<file path="src/rtl/speech_pkg.sv">
// Shared speech-path definitions: phrase geometry, terminator byte and the
// phrase reader state encoding (also used by the speech planner).
package speech_pkg;

  localparam int         PHRASE_LEN_DEF = 32;
  localparam logic [7:0] PHRASE_TERM    = 8'h00;

  typedef enum logic [1:0] {
    ST_IDLE  = 2'd0,
    ST_FETCH = 2'd1,
    ST_EMIT  = 2'd2,
    ST_DONE  = 2'd3
  } reader_state_t;

endpackage

</file>
<file path="src/rtl/phrase_reader.sv">
// Phrase reader: walks an aligned phrase in byte memory and streams the
// characters downstream until a terminator or the end of the phrase.
//
//   state    | meaning
//   ---------+-------------------------------------------------------
//   ST_IDLE  | waiting for start; base/offset hold the last phrase
//   ST_FETCH | mem_req high at base+offset, waiting for mem_ack
//   ST_EMIT  | char_valid high, waiting for char_ready
//   ST_DONE  | single-cycle done pulse, then back to idle
module phrase_reader
  import speech_pkg::*;
#(
  parameter int ADDR_W     = 16,
  parameter int PHRASE_LEN = PHRASE_LEN_DEF
) (
  input  logic              clk,
  input  logic              nrst,
  input  logic              start,
  input  logic [ADDR_W-1:0] address,
  input  logic              abort,
  output logic              busy,
  output logic              done,
  output logic              mem_req,
  output logic [ADDR_W-1:0] mem_addr,
  input  logic              mem_ack,
  input  logic [7:0]        mem_data,
  output logic              char_valid,
  output logic [7:0]        char_data,
  input  logic              char_ready
);

  localparam int                OFF_W      = $clog2(PHRASE_LEN);
  localparam logic [ADDR_W-1:0] ALIGN_MASK = ~ADDR_W'(PHRASE_LEN - 1);
  localparam logic [OFF_W-1:0]  LAST_OFF   = OFF_W'(PHRASE_LEN - 1);

  reader_state_t     state, state_nxt;
  logic [ADDR_W-1:0] base, base_nxt;
  logic [OFF_W-1:0]  offset, offset_nxt;
  logic              mem_req_nxt;
  logic              char_valid_nxt;
  logic [7:0]        char_data_nxt;

  always_ff @(posedge clk or negedge nrst) begin
    if (!nrst) begin
      state      <= ST_IDLE;
      base       <= '0;
      offset     <= '0;
      busy       <= 1'b0;
      done       <= 1'b0;
      mem_req    <= 1'b0;
      mem_addr   <= '0;
      char_valid <= 1'b0;
      char_data  <= '0;
    end else begin
      state      <= state_nxt;
      base       <= base_nxt;
      offset     <= offset_nxt;
      busy       <= (state_nxt != ST_IDLE);
      done       <= (state_nxt == ST_DONE);
      mem_req    <= mem_req_nxt;
      // base is aligned, so OR-ing in the offset is the same as adding it
      mem_addr   <= base_nxt | ADDR_W'(offset_nxt);
      char_valid <= char_valid_nxt;
      char_data  <= char_data_nxt;
    end
  end

  always_comb begin
    state_nxt      = state;
    base_nxt       = base;
    offset_nxt     = offset;
    mem_req_nxt    = mem_req;
    char_valid_nxt = char_valid;
    char_data_nxt  = char_data;

    if (abort && (state != ST_IDLE)) begin
      // abort wins over any ack or transfer seen in the same cycle
      state_nxt      = ST_IDLE;
      mem_req_nxt    = 1'b0;
      char_valid_nxt = 1'b0;
    end else begin
      case (state)
        ST_IDLE: begin
          if (start && !abort) begin
            base_nxt    = address & ALIGN_MASK;
            offset_nxt  = '0;
            mem_req_nxt = 1'b1;
            state_nxt   = ST_FETCH;
          end
        end
        ST_FETCH: begin
          if (mem_ack) begin
            mem_req_nxt = 1'b0;
            if (mem_data == PHRASE_TERM) begin
              state_nxt = ST_DONE;
            end else begin
              char_data_nxt  = mem_data;
              char_valid_nxt = 1'b1;
              state_nxt      = ST_EMIT;
            end
          end
        end
        ST_EMIT: begin
          if (char_ready) begin
            char_valid_nxt = 1'b0;
            if (offset == LAST_OFF) begin
              state_nxt = ST_DONE;
            end else begin
              offset_nxt  = offset + 1'b1;
              mem_req_nxt = 1'b1;
              state_nxt   = ST_FETCH;
            end
          end
        end
        ST_DONE: begin
          state_nxt = ST_IDLE;
        end
        default: begin
          state_nxt      = ST_IDLE;
          mem_req_nxt    = 1'b0;
          char_valid_nxt = 1'b0;
        end
      endcase
    end
  end

endmodule

</file>
<file path="config.mk">
export PLATFORM = sky130hd
export DESIGN_NAME = phrase_reader
export DESIGN_NICKNAME = d
export VERILOG_FILES = /design/src/rtl/speech_pkg.sv /design/src/rtl/phrase_reader.sv
export SDC_FILE = /design/constraint.sdc
export NUM_CORES = 1
export LEC_CHECK = 0
export CAP_MARGIN = 0
export CORE_MARGIN = 2
export CORE_UTILIZATION = 35
export DETAILED_ROUTE_END_ITERATION = 7
export PLACE_DENSITY = 0.66
export SYNTH_ARGS = -nofsm -noshare
export SYNTH_HDL_FRONTEND = slang
export SYNTH_SLANG_ARGS = --single-unit
</file>
<file path="constraint.sdc">
create_clock -name clk -period 1.65 [get_ports clk]
set_clock_uncertainty 0.05 [all_clocks]
set_input_delay 0.33 -clock clk [delete_from_list [all_inputs] [get_ports clk]]
set_output_delay 0.33 -clock clk [all_outputs]
set_load 0.05 [all_outputs]
</file>
## Word-level counts from Yosys, hierarchy flattened

Index checks and enable logic that the tools add are counted.

- Flip-flop bits (word level): 51
- Input bits: 30
- Output and inout bits: 28

- Add/subtract/negate cells: 1
- Equality and inequality tests: 10
- Muxes and demuxes: 26
- Bitwise operators: 3
- Reduce and logical (&&, ||, !) cells: 12

Operators by type and width:

| operator | count |
|---|---|
| 16-bit 2-to-1 mux | 3 |
| 5-bit 2-to-1 mux | 4 |
| 16-bit by 5-bit OR with 16-bit output | 1 |
| 3-bit inequality test, second input constant | 5 |
| 1-bit 2-to-1 mux | 10 |
| 2-bit 2-to-1 mux | 5 |
| 5-bit case mux with 2 select lines | 1 |
| 8-bit logical NOT | 1 |
| 2-bit case mux with 4 select lines | 1 |
| 4-bit AND reduction | 2 |
| 2-bit == test, second input constant | 3 |
| 5-bit by 1-bit adder with 5-bit output, second input constant | 1 |
| 5-bit == test, second input constant | 1 |
| 5-bit AND reduction | 1 |
| 2-bit nonzero test | 2 |
| 4-bit nonzero test | 1 |
| 1-bit case mux with 3 select lines | 1 |
| 3-bit nonzero test | 1 |
| 2-bit by 1-bit == test with 1-bit output, second input constant | 1 |
| 1-bit logical AND | 2 |
| 2-bit logical NOT | 1 |
| 1-bit NOT | 2 |
| 1-bit case mux with 2 select lines | 1 |
| 1-bit logical NOT | 1 |

## Longest topological paths before layout

Gate-level depths: netlist of the first run.

- Word-level depth: 6
- Gate-level depth with buffers: 7
- Mapped depth without buffers: 6

## Least setup slack after synthesis of the first run

OpenSTA, ideal clock, no wires.

- Path kind: register to register
- From: register state[0]
- To: register mem_req
- Setup time: 0.128 ns
- Arrival: 1.627 ns
- Required time: 1.472 ns
- Slack: -0.154 ns
- Stages on the path, launching flop included: 8
- Period minus slack after synthesis: 1.804 ns
- Cell sequence: dfrtp_1 inv_1 ha_1 buf_2 nor2b_1 nor2_1 a32oi_1 mux2_1

- Cells in the longest elaborated chain, start to end: 4

Ends and longest elaborated chain:

| item | RTL line | source |
|---|---|---|
| start: declaration | phrase_reader.sv:36 | `reader_state_t state, state_nxt;` |
| start signal: assignment | phrase_reader.sv:55 | `state <= state_nxt;` |
| 2-bit nonzero test | phrase_reader.sv:76 | `if (abort && (state != ST_IDLE)) begin` |
| 1-bit logical AND | phrase_reader.sv:76 |  |
| 3-bit inequality test (no line) or 4-bit nonzero test (tied branches) | -- |  |
| 5-bit AND reduction (no line) | -- |  |
| end signal: assignment | phrase_reader.sv:60 | `mem_req <= mem_req_nxt;` |
| end: declaration | phrase_reader.sv:23 | `output logic mem_req,` |

Parallel ways exist; a longest one is shown, timed or not.
A chain may end at the register's enable or synchronous reset.

## Final worst setup path of the first run

- From: input port mem_data[5]
- To: register char_data[1]

- Cells in the longest elaborated chain, start to end: 3

Ends and longest elaborated chain:

| item | RTL line | source |
|---|---|---|
| start: declaration | phrase_reader.sv:26 | `input logic [7:0] mem_data,` |
| 8-bit logical NOT | phrase_reader.sv:94 | `if (mem_data == PHRASE_TERM) begin` |
| 1-bit NOT (no line) | -- |  |
| 4-bit AND reduction (no line) | -- |  |
| end signal: assignment | phrase_reader.sv:64 | `char_data <= char_data_nxt;` |
| end: declaration | phrase_reader.sv:28 | `output logic [7:0] char_data,` |

Every way passes these cells.

==> results of run 1 <==
[cell usage in the layout, fill, tap and decap left out, drive strengths merged, types with 6 or more instances in the layout]
master          n
buf            60
dfrtp          40
mux2           20
clkdlybuf4s50  15
nand2          12
clkbuf         10
inv             8
o21ai           7
nor2            6
[path summary, 6_finish.rpt]
path                       cells after the start           end         from
setup / recovery                               5  char_data[1]  mem_data[5]
hold / removal                                 2      state[1]         nrst
setup reg to reg                               6   mem_addr[1]     state[0]
hold reg to reg                                2       base[0]      base[0]
max in group asynchronous                      2   mem_addr[3]         nrst
min in group clk                               2  char_data[2]  mem_data[2]
[layout make-up]
cell class / count / area, sq um
clock inverter: 1 / 7.507
multi-input combinational: 100 / 927.1
sequential: 40 / 1001
fill: 486 / 2561
inverter: 8 / 30.03
clock buffer: 7 / 86.33
tap: 72 / 90.09
timing repair buffer: 83 / 701.9
[critical path, cell delays in order]
cell	delay [ps]
dlygate4sd2_1	240
or4_4	490
o21a_4	220
nand3_4	160
mux2_4	320
[routing by layer]
| metal | up-vias | track usage, % | wire (um) |
|---|---|---|---|
| met5 | - | 0 | 0 |
| met4 | 0 | 5.088 | 72 |
| met3 | 9 | 5.172 | 352 |
| met2 | 55 | 21.64 | 1912 |
| met1 | 705 | 18.01 | 1919 |
| li1 | 711 | - | - |
[report_power, final]
group | internal (mW) | total, mW | switching [mW]
combinational | 1.23 | 3.02 | 1.78
clock | 0.340 | 0.688 | 0.348
sequential | 1.29 | 1.46 | 0.168
[state kept, by name, indices dropped and copies added, names as in the netlist]
signal,count
mem_addr,5
mem_req,1
char_valid,1
done,1
busy,1
char_data,8
base,16
state,2
offset,5
[stage by stage]
| stage | setup slack [ps] | area, sq um | util [%] |
|---|---|---|---|
| after global routing | -34.02 | 2844 | 52.62 |
| after detailed placement | -567.1 | 2581 | 47.75 |
| after global placement | -557.0 | 2581 | 47.75 |
| after floorplan | -78.60 | 1943 | - |
| after CTS | 1.944 | 2714 | 50.21 |
| final | 14.37 | 2844 | 52.62 |
[cell families (layout without fill, tap and decap cells)]
| group | Yosys count | count (layout) | synth area share [%] |
|---|---|---|---|
| flops | 40 | 40 | 51.98 |
| mux | 21 | 21 | 13.78 |
| fa+ha+maj | 5 | 5 | 3.249 |
| compound gates | 33 | 33 | 11.89 |
| buf+inv | 25 | 99 | 7.147 |
| simple gates | 41 | 41 | 11.96 |
[timing repair]
action | 4_1_cts | 5_1_grt
setup buffers | 2 | 2
gates resized for setup | 21 | 32
pin swaps | 8 | 13
endpoints found under the setup margin | 13 | 29
hold endpoints to repair | 0 | 0
==> impl_metrics.env, run 1 <==
export IMPL_outcome="completed"
export IMPL_ctsLongestPathBuffers=2
export IMPL_place_congestion=0.8175
export IMPL_synth_common_cells="40 x dfrtp_1, 12 x nand2_1, 11 x buf_4, 11 x mux2_1"
export IMPL_insertedDiodeCount=0
export IMPL_cts_root_buf="clkbuf_8"
export IMPL_slew_headroom_pct=67.10
export IMPL_seq_area_frac_synth_pct=51.98
export IMPL_finalCritPeriodShare_pct=99.13
export IMPL_nNetsFinal=273
export IMPL_cts_tree="done"
export IMPL_avgSynthCellArea_sq_um=11.67
export IMPL_cap_violations=0
export IMPL_clk_pin_slew_ps=80
export IMPL_critPathKind="in2reg"
export IMPL_ant_nets=0
export IMPL_critPathMaxFanout=8
export IMPL_grt_max_degree=41
export IMPL_r2r_slack_ps=40
export IMPL_grt_usage_pct=14.00
export IMPL_core_area_sq_mm=0.005405
export IMPL_worst_ir_drop_vdd_mv=0.8779
export IMPL_leakagePower_nw=1.354
export IMPL_cts_sinks=40
export IMPL_setup_worst_path_start_class="input pin"
export IMPL_synth_top_area_share_pct=51.98
export IMPL_synth_cell_types=44
export IMPL_ios=58
export IMPL_drt_iter0_drc=56
export IMPL_routed_via_density=4.759
export IMPL_antenna_found_initial=0
export IMPL_dp_cells=299
export IMPL_die_w_um=78.18
export IMPL_fin_setup_tns_ps=0
export IMPL_port_buffer_count=52
export IMPL_hp_class="in2async"
export IMPL_ys_async_sr_fraction_pct=100.0
export IMPL_die_h_um=78.18
export IMPL_clk_latency_ps=300
export IMPL_synth_edf_count=0
export IMPL_dr_pass1_iters=4
export IMPL_holdWs_ps=22.13
export IMPL_crit_path_end_kind="register"
export IMPL_rows=27
export IMPL_worstPathRequired_ps=1780
export IMPL_synth_area_sq_mm=0.001926
export IMPL_hpwl_um=2869
export IMPL_drive_above_1_share_pct=45.19
export IMPL_vias=1480
export IMPL_period_needed_ps=1636
export IMPL_power_mw=5.166
export IMPL_ys_warn_count=0
export IMPL_hold_violations=0
export IMPL_synth_area_leaders="dfrtp_1 52%, mux2_1 6.4%, mux2_4 6.2%"
export IMPL_areaGrowthSynthToFinish_pct=47.69
export IMPL_postCtsHoldBufs=0
export IMPL_overflow=0
export IMPL_grt_first_pass_wirelength_um=6755
export IMPL_numCtsBuffers=5
export IMPL_ys_flop_type="dfrtp_1"
export IMPL_rsz0062_at_grt="true"
export IMPL_initial_core_util_pct=35.63
export IMPL_syn_inst=165
export IMPL_die_area_sq_mm=0.006111
export IMPL_syn_nets=200
export IMPL_setup_viol=0
export IMPL_drv_slew=0
export IMPL_yosysTopAreaCell="dfrtp_1"
export IMPL_fmax_mhz=611.4
export IMPL_htreeDepth=2
export IMPL_grt_pass1_vias=1471
export IMPL_wire_per_inst_um=13.68
export IMPL_ys_seq_elements=40
export IMPL_yosysMostFrequentCell="dfrtp_1"
export IMPL_drcViolationCount=0
export IMPL_arrival_ps=1770
export IMPL_tightest_slew_ps=493.5
export IMPL_p_per_area_mw_per_mm2=1817
export IMPL_fin_cells=311
export IMPL_drt_wl_total_um=4256
(Power assumes the default switching activity.)
==> run 2: changes to the inputs <==
--- a/config.mk
+++ b/config.mk
@@ -6,10 +6,12 @@
 export NUM_CORES = 1
 export LEC_CHECK = 0
 export CAP_MARGIN = 0
+export CELL_PAD_IN_SITES_DETAIL_PLACEMENT = 1
+export CELL_PAD_IN_SITES_GLOBAL_PLACEMENT = 1
 export CORE_MARGIN = 2
-export CORE_UTILIZATION = 35
+export CORE_UTILIZATION = 32
 export DETAILED_ROUTE_END_ITERATION = 7
-export PLACE_DENSITY = 0.66
+export PLACE_DENSITY = 0.75
 export SYNTH_ARGS = -nofsm -noshare
 export SYNTH_HDL_FRONTEND = slang
 export SYNTH_SLANG_ARGS = --single-unit
==> run 2 against run 1 <==
Net effect:
- via count rose by 4.6%
- setup slack improved by 4.4 ps
- non-clock buffer count did not move
- routed wire length rose by 19%
- global-route usage rose by 1.3 points
- fmax rose by 0.27%
- hold slack improved by 6.5 ps
- final area rose by 1.5%
- sequential power barely moved
- register-to-register slack got worse by 20 ps
- utilization fell by 3.3 points
- total power rose by 0.35%
==> impl_metrics.env, run 2 (same netlist as run 1, synthesis figures left out) <==
export IMPL_die_area_sq_mm=0.006654
export IMPL_register_area_sq_mm=0.001001
export IMPL_clk_pin_slew_ps=80
export IMPL_startpoint="state[1]"
export IMPL_crit_cells=7
export IMPL_grt_pass1_vias=1582
export IMPL_rsz0062_at_grt="true"
export IMPL_fin_cells=314
export IMPL_setup_worst_path_start_class="register"
export IMPL_grt_usage_pct=15.26
export IMPL_die_h_um=81.57
export IMPL_fmax_mhz=613.0
export IMPL_port_buffer_count=52
export IMPL_numCtsBuffers=5
export IMPL_r2r_start="state[1]"
export IMPL_pre_cts_slack_ps=-572.3
export IMPL_rows=28
export IMPL_period_needed_ps=1631
export IMPL_die_w_um=81.57
export IMPL_drv_slew=0
export IMPL_core_area_sq_mm=0.005851
export IMPL_n_fill_cell=649
export IMPL_reg_top3="base x16, char_data x8"
export IMPL_vias=1548
export IMPL_initial_core_util_pct=32.91
export IMPL_power_frac_comb_pct=59.0
export IMPL_crit_slowest_cell="dfrtp_1"
export IMPL_layout_cells_most_common_list="52 x buf_4, 40 x dfrtp_1, 14 x clkdlybuf4s50_1"
export IMPL_arrival_ps=1770
export IMPL_cts_root_buf="clkbuf_8"
export IMPL_crit_family="compound AO/OA/AOI/OAI gates"
export IMPL_worst_ir_drop_vdd_mv=1.082
export IMPL_setup_viol=0
export IMPL_netSwitchingFraction_pct=45.58
export IMPL_largest_register="base"
export IMPL_ant_nets=0
export IMPL_dp_cells=301
export IMPL_internal_power_mw=2.821
export IMPL_crit_path_end_kind="register"
export IMPL_drt_wl_total_um=5085
export IMPL_crit_buf_inv=3
export IMPL_drt_iter0_drc=33
export IMPL_critPathMaxFanout=4
export IMPL_grt_first_pass_wirelength_um=7741
export IMPL_routed_via_density=4.930
export IMPL_antenna_found_initial=0
export IMPL_cts_sinks=40
export IMPL_switchingPower_mw=2.363
export IMPL_finalCritPeriodShare_pct=98.86
export IMPL_r2r_slack_ps=20
export IMPL_layout_commonest_cell="buf_4"
export IMPL_worst_slack_ps=18.74
export IMPL_worstPathRequired_ps=1790
export IMPL_clk_latency_ps=300
export IMPL_cts_tree="done"
export IMPL_critical_path_max_stage_delay_ps=400
export IMPL_fin_setup_tns_ps=0
export IMPL_postCtsHoldBufs=0
export IMPL_grt_max_degree=41
export IMPL_insertedDiodeCount=0
export IMPL_path_cells="buf_4, buf_4, buf_4, o21ai_1, o32ai_2, a31oi_2, nor2_1"
export IMPL_hp_class="in2async"
export IMPL_p_clk_share_pct=12.6
export IMPL_htreeDepth=2
export IMPL_hold_violations=0
export IMPL_p_seq_share_pct=28.3
export IMPL_crit_end="done"
export IMPL_r2r_end="done"
export IMPL_dr_pass1_iters=4
export IMPL_p_per_area_mw_per_mm2=1797
export IMPL_cap_violations=0
export IMPL_outcome="completed"
export IMPL_critPathKind="reg2reg"
export IMPL_drcViolationCount=0
export IMPL_holdWs_ps=28.66
export IMPL_areaGrowthSynthToFinish_pct=49.84
export IMPL_place_congestion=0.7823
export IMPL_wire_per_inst_um=16.19
export IMPL_overflow=0
export IMPL_slew_headroom_pct=66.28
export IMPL_cpMostUsedCell="buf_4"
export IMPL_multi_input_comb_area_sq_um=944.7
export IMPL_nNetsFinal=273
export IMPL_ctsLongestPathBuffers=2
export IMPL_hpwl_um=3414
export IMPL_reg2regPathDepth=7
export IMPL_leakagePower_nw=1.374
export IMPL_largest_register_ffs=16
export IMPL_tightest_slew_ps=505.9
export IMPL_ios=58
export IMPL_drive_above_1_share_pct=43.93
-- run 2: changes by cell type in the layout (fill, tap and decap cells not counted), sizes merged --
cell / before / now
dlymetal6s2s: 0 / 1
clkinvlp: 1 / 0
clkbuf: 10 / 6
clkdlybuf4s15: 2 / 4
clkdlybuf4s50: 15 / 14
clkinv: 0 / 3
-- run 2: per-layer routing --
layer  part of all wire [%]  GRT usage (%)
met2                     47          24.92
met4                    2.0          5.500
met1                     44          19.51
met3                    6.8          4.066
met5                      0              0
-- run 2: area by class of cell --
type / instances / area share, %
timing repair buffer: 83 / 25.24
inverter: 8 / 1.041
tap: 75 / 3.252
clock buffer: 5 / 2.385
sequential: 40 / 34.69
clock inverter: 3 / 0.6505
multi-input combinational: 100 / 32.74
-- run 2: power groups by stage --
| stage | Sequential (mW) | Combinational (mW) | Clock [mW] |
|---|---|---|---|
| global placement | 1.48 | 2.69 | 0 |
| detailed placement | 1.49 | 2.75 | 0 |
| CTS | 1.48 | 2.81 | 0.685 |
| floorplan | 1.98 | 1.49 | 0 |
| global route | 1.52 | 3.22 | 0.725 |
| finish | 1.47 | 3.06 | 0.655 |
-- run 2: worst register-to-register path, cell delays in order (launching register included) --
cell     delay (ps)
dfrtp_1         400
buf_4           150
buf_4           120
buf_4           140
o21ai_1         190
o32ai_2         130
a31oi_2         260
nor2_1           80
-- run 2: repair_timing --
action | in CTS | in global routing
pin swaps | 6 | 14
hold endpoints to repair | 0 | 0
buffers inserted | 3 | 2
endpoints found under the setup margin | 20 | 22
resized for setup | 20 | 30
-- run 2: how the worst min path moves through the flow --
stage          from            to  slack [ps]  depth (start not counted)
2_1_floorplan  nrst       base[0]         -20                          0
3_3_place_gp   nrst  char_data[5]         370                          2
3_5_place_dp   nrst  char_data[1]         380                          2
4_1_cts        nrst  char_data[5]          50                          2
5_1_grt        nrst  char_data[1]          70                          2
6_report       nrst  char_data[5]          30                          2
-- run 2: metrics by stage --
step / power, mW / instance area [sq um] / util [%]
2_1_floorplan: 3.470 / 1943 / -
3_3_place_gp: 4.172 / 2603 / 44.48
3_5_place_dp: 4.236 / 2603 / 44.48
4_1_cts: 4.971 / 2734 / 46.73
5_1_grt: 5.457 / 2885 / 49.32
6_report: 5.184 / 2885 / 49.32
